[src/rtl/accumulator_win.sv]
// Windowed accumulator: sums COUNT_N accepted samples, then hands the
// window total out on a valid/ready port while the next window starts.
module accumulator_win #(
  parameter int IN_W    = 8,
  parameter int ACC_W   = 12,
  parameter int COUNT_N = 9,
  parameter bit SIGNED  = 1'b0
) (
  input  logic                       clk,
  input  logic                       rst,
  input  logic                       clear,
  input  logic                       sat_en,
  input  logic                       in_valid,
  output logic                       in_ready,
  input  logic [IN_W-1:0]            acc_in,
  output logic [ACC_W-1:0]           acc_run,
  output logic [$clog2(COUNT_N)-1:0] count,
  output logic                       out_valid,
  input  logic                       out_ready,
  output logic [ACC_W-1:0]           acc_out,
  output logic                       ovf
);

  localparam int CW = $clog2(COUNT_N);
  localparam int XW = ACC_W + 1 - IN_W;
  localparam logic [CW-1:0] LAST = CW'(COUNT_N - 1);

  logic [ACC_W:0]   in_x;
  logic [ACC_W:0]   run_x;
  logic [ACC_W:0]   sum;
  logic [ACC_W-1:0] lim;
  logic [ACC_W-1:0] res;
  logic             ovf_now;
  logic             last;
  logic             accept;
  logic             close;
  logic             sticky;

  assign last     = (count == LAST);
  assign in_ready = ~(out_valid & ~out_ready & last);
  assign accept   = in_valid & in_ready;
  assign close    = accept & ~clear & last;

  // One guard bit is enough: two in-range ACC_W operands never
  // overflow ACC_W+1, so the top two bits expose any overflow.
  always_comb begin
    in_x  = SIGNED ? {{XW{acc_in[IN_W-1]}}, acc_in}
                   : {{XW{1'b0}}, acc_in};
    run_x = SIGNED ? {acc_run[ACC_W-1], acc_run}
                   : {1'b0, acc_run};
    sum   = run_x + in_x;
    ovf_now = SIGNED ? (sum[ACC_W] ^ sum[ACC_W-1])
                     : sum[ACC_W];
    if (!SIGNED)
      lim = '1;
    else if (sum[ACC_W])
      lim = {1'b1, {(ACC_W-1){1'b0}}};
    else
      lim = {1'b0, {(ACC_W-1){1'b1}}};
    res = (ovf_now & sat_en) ? lim : sum[ACC_W-1:0];
  end

  always_ff @(posedge clk or negedge rst) begin
    if (!rst) begin
      acc_run <= '0;
      count   <= '0;
      sticky  <= 1'b0;
    end else if (clear) begin
      acc_run <= '0;
      count   <= '0;
      sticky  <= 1'b0;
    end else if (accept) begin
      if (last) begin
        acc_run <= '0;
        count   <= '0;
        sticky  <= 1'b0;
      end else begin
        acc_run <= res;
        count   <= count + CW'(1);
        sticky  <= sticky | ovf_now;
      end
    end
  end

  always_ff @(posedge clk or negedge rst) begin
    if (!rst) begin
      out_valid <= 1'b0;
      acc_out   <= '0;
      ovf       <= 1'b0;
    end else if (close) begin
      out_valid <= 1'b1;
      acc_out   <= res;
      ovf       <= sticky | ovf_now;
    end else if (out_ready) begin
      out_valid <= 1'b0;
    end
  end

endmodule

[config.mk]
export PLATFORM = sky130hd
export DESIGN_NAME = accumulator_win
export DESIGN_NICKNAME = d
export VERILOG_FILES = /design/src/rtl/accumulator_win.sv
export SDC_FILE = /design/constraint.sdc
export NUM_CORES = 1
export LEC_CHECK = 0
export ABC_AREA = 1
export ABC_CLOCK_PERIOD_IN_PS = 3200
export CORE_UTILIZATION = 38
export CTS_CLUSTER_DIAMETER = 100
export DETAILED_ROUTE_END_ITERATION = 8
export GPL_TIMING_DRIVEN = 0
export HOLD_SLACK_MARGIN = 0.03
export SLEW_MARGIN = 5
export SYNTH_ARGS = -nofsm -noshare
export SYNTH_HDL_FRONTEND = slang
export SYNTH_SLANG_ARGS = --single-unit
[constraint.sdc]
create_clock -name clk -period 3.2 [get_ports clk]
set_input_delay 0.48 -clock clk [delete_from_list [all_inputs] [get_ports clk]]
set_output_delay 0.48 -clock clk [all_outputs]
set_load 0.02 [all_outputs]
* Word-level counts from Yosys, hierarchy flattened *
Cells that the tools add are included.
W data, S select, Z words.

storage, ports and cells
  register bits after elaboration = 31
  output and inout port bits = 31
  word-level logic and storage cells = 33

cells by class
  add/sub/neg operators = 2
  eq/ne operators = 1
  multiplexer cells = 12
  bitwise logic cells = 10
  reduce and logical (&&, ||, !) cells = 2

operators by type and width
  kind                   number
  $mux W12               4
  $add A12 B8 Y13        1
  $mux W4                3
  $and A1 B1 Y1          6
  $mux W1                5
  $add A4 B1 Y4 const B  1
  $eq A4 B4 Y1 const B   1
  $reduce_bool A2 Y1     2
  $not A1 Y1             3
  $or A1 B1 Y1           1

* Logic depth before layout (Yosys ltp) *
  depth after elaboration = 8
  depth in mapped cells = 13

* Worst setup path after synthesis *
No wires, ideal clock.

  path kind = input-to-reg
  start = in acc_in[0]
  end = reg acc_run[9]
  arrival time = 1.837 ns
  setup slack = 1.246 ns
  stages = 13
  path buffers = 1
  path through = ha_1 -> fa_1 -> nand2_1 -> inv_1 -> nand2_1 -> nand2_2 -> nand2_1 -> nand2_2 -> nand3_2 -> buf_6 -> nand3_2 -> nand2_1 -> nand2_1

between the ends
  longest elaborated chain between the ends = 6

ends and longest elaborated chain
  element               RTL line  RTL
  from (decl)           15        input logic [IN_W-1:0] acc_in,
  $add A12 B8 Y13 (*)   51        sum = run_x + in_x;
  $and A1 B1 Y1         60        res = (ovf_now & sat_en) ? lim : sum[ACC_W-1:0];
  $mux W12 (*)          60
  $mux W12 (*)          73        if (last) begin
  $mux W12 (*)          72        end else if (accept) begin
  $mux W12 (*)          68        end else if (clear) begin
  to (signal assigned)  78        acc_run <= res;
  to (decl)             16        output logic [ACC_W-1:0] acc_run,

Every way passes the cells marked *; elsewhere a longest branch is shown, timed or not. The select of a mux whose other input is x is not followed.
A chain may end at the register's enable or synchronous reset.

* Worst setup path in the final report *
  start = in acc_in[0]
  end = reg acc_out[3]

between the ends
  longest elaborated chain between the ends = 3

ends and longest elaborated chain
  element               RTL line  RTL
  $add A12 B8 Y13 (*)   51
  $and A1 B1 Y1         60
  $mux W12 (*)          60
  to (signal assigned)  92        acc_out <= res;
  to (decl)             20        output logic [ACC_W-1:0] acc_out,

Every way passes the cells marked *; elsewhere a longest branch is shown, timed or not.

==> results.cfg <==
[floorplanning]
ios = 45
die_h_um = 72.77
die_area_um2 = 5295
row_count = 25
core_area_um2 = 4786
dieWidth_um = 72.77
initial_core_util_pct = 39.76

[worst_setup_path]
start_kind = primary input
cp-end-kind = register
crit_family = simple AND/OR/NAND/NOR gates
crit_type = in2reg
cp_data_required_time_ns = 3.37
crit_chain = clkdlybuf4s50_1 > ha_1 > fa_1 > nand2_1 > inv_1 > nand2_1 > nand2_2 > nand2_1 > nand2_2 > nand3_2 > buf_6 > nand2_1 > nand2_1 > nand2_1
reg2reg_from = acc_run[0]
rr_endpoint = acc_out[3]
cpMostUsedCell = nand2_1
worstSetupPathDepth = 14
endpoint = acc_out[3]
r2r_cells = 13
cp_slowest_cell = clkdlybuf4s50_1
cp-startpoint = acc_in[0]
reg2reg_setup_slack_ns = 1.11
arrival_ns = 2.49
critPathMaxFanout = 10
path_buf_inv = 3
critPathMaxStageDelay_ns = 0.41

[timing]
whs_ns = 0.2376
timing.final.ws_setup_ns = 0.8852
rsz0062_at_grt = false
worstMarginPinSlew_ns = 0.6945
period_share_pct = 72.34
skew_ns = 0.008722
finalSetupTns_ns = 0
setup_viol = 0
slew_headroom_pct = 53.70
period_needed_ns = 2.315
hold_violations = 0
max_freq_mhz = 432.0
drv_slew = 0

[synthesis]
yosysWarnings = 0
synthArstFlopShare_pct = 100.0
synth_area_leaders = dfrtp_1, nand2_1, ha_1
yosys-top-cells-count = nand2_1, dfrtp_1, inv_1
syn_nets = 287
ys_ff_latch = 31
synth_flop_cell = dfrtp_1
synth.most_common_cell = nand2_1
postSynthAreaPerCell_um2 = 7.264
synth_edf_count = 0
syn_area_um2 = 1903
synth_area_leader_cell = dfrtp_1
synthCells = 262
ys_seq_area_share_pct = 40.76
netlist.area_leader.share_pct = 40.76
synth_cell_type_count = 22

[clock_tree]
post_cts_buffers = 0
cts-resized-gates = 0
clock-root-buffer = clkbuf_8
clkSinkCount = 31
path_clk_slew_ns = 0.07
tritoncts = done
postCtsHoldBufs = 0
clk_latency_ns = 0.28
cts_made_buffers = 5
htreeDepth = 2
cts_buffer_depth = 2

[route]
antenna_left = 0
drt_pass1_iterations = 4
wl_per_cell_um = 11.06
drcViolationCount = 0
vias = 1678
viasPerCell = 4.416
totalWireLength_um = 4203
drtIter0Drc = 47

[global_routing]
grt_max_degree = 32
grt-ovfl-total = 0
grt_pass1_wl_um = 7120
grt_pass1_vias = 1606
grt_antenna_before_repair = 0
track_usage_pct = 18.16

[placed_design]
gp_congestion = 0.7868
dp_cells = 373
dp.final_hpwl_um = 3150
port_buffers = 44
place_area_um2 = 2422
dp_slack_ns = 0.5825

[layout]
finalNetCount = 338
multi_input_area_um2 = 949.7
final_core_util_pct = 52.44
postLayoutCellArea_um2 = 2510
area_delta_synth_final_pct = 31.89
antennaDiodeCount = 0
fin_cells = 380
drive_gt1_share_pct = 8.946
fill_cells = 505
seqCellArea_um2 = 775.7

[power]
ir_drop_v = 0.0001704
powerDensity_nw_per_um2 = 396.6
p_leak_nw = 1.373
power.total_mw = 0.9953

[status]
outcome = finished clean

[min_path]
hp-class = in2async

[job]
cap_violations = 0
## worst register-to-register path, cell delays in order (launching register included)
cell and delay [ns]:
dfrtp_1 0.39, ha_1 0.23, fa_1 0.39, nand2_1 0.08
inv_1 0.05, nand2_1 0.09, nand2_2 0.07, nand2_1 0.11
nand2_2 0.09, nand3_2 0.10, buf_6 0.16, nand2_1 0.10
nand2_1 0.07, nand2_1 0.05
## final cells by class
| cell class | instances | area share, % |
|---|---|---|
| multi-input cells | 191 | 37.84 |
| flip-flops and latches | 31 | 30.91 |
| repair buffers | 44 | 17.35 |
| inverters | 35 | 5.234 |
| well taps | 67 | 3.340 |
| clock buffers | 6 | 3.290 |
| plain buffers | 5 | 1.844 |
| clock inverters | 1 | 0.1994 |
## routing by layer
metal	global-route usage [%]	vias up	wire length (µm)
li1	-	894	-
met1	23.02	748	1930
met2	30.11	32	2022
met3	4.420	4	199
met4	6.536	0	51
met5	0	-	0
## kinds of logic after synthesis
logic type / Yosys count / share of synthesized area (%)
compound gates: 10 / 2.827
xor+xnor: 7 / 3.222
fa+ha+maj: 11 / 7.627
buf+inv: 40 / 9.335
flops: 31 / 40.76
simple gates: 163 / 36.23
## placed cells by master, fill, tap and decap left out
cell / instances
inv_1: 31
buf_2: 2
nand3b_1: 1
dfrtp_1: 31
xnor2_1: 4
buf_4: 1
nor2_4: 1
clkinv_2: 1
nand2_1: 130
nand3_1: 9
fa_1: 1
clkdlybuf4s50_1: 43
ha_1: 10
a21oi_1: 1
nand3_2: 6
xor2_1: 3
a21boi_0: 1
buf_6: 3
clkbuf_8: 6
o22ai_1: 1
o21ai_0: 7
nand4_1: 3
nor2_1: 9
inv_2: 4
nand2_2: 4
## state kept, by name, indices dropped and copies added, names as in the netlist
register   cells
ovf            1
acc_out       12
out_valid      1
sticky         1
count          4
acc_run       12
## power by group
group	internal [mW]	switching (mW)
combinational	0.109	0.148
sequential	0.409	0.0180
clock	0.169	0.143
## worst min-delay path by stage
stage	end	startpoint	cells after the start
global placement	acc_out[6]	acc_out[6]	2
global route	acc_run[4]	rst	1
detailed placement	acc_out[10]	acc_out[10]	2
finish	acc_run[5]	rst	1
floorplan	acc_out[0]	rst	0
CTS	acc_run[5]	rst	1
Note: power is estimated with default switching activity, not from simulation.
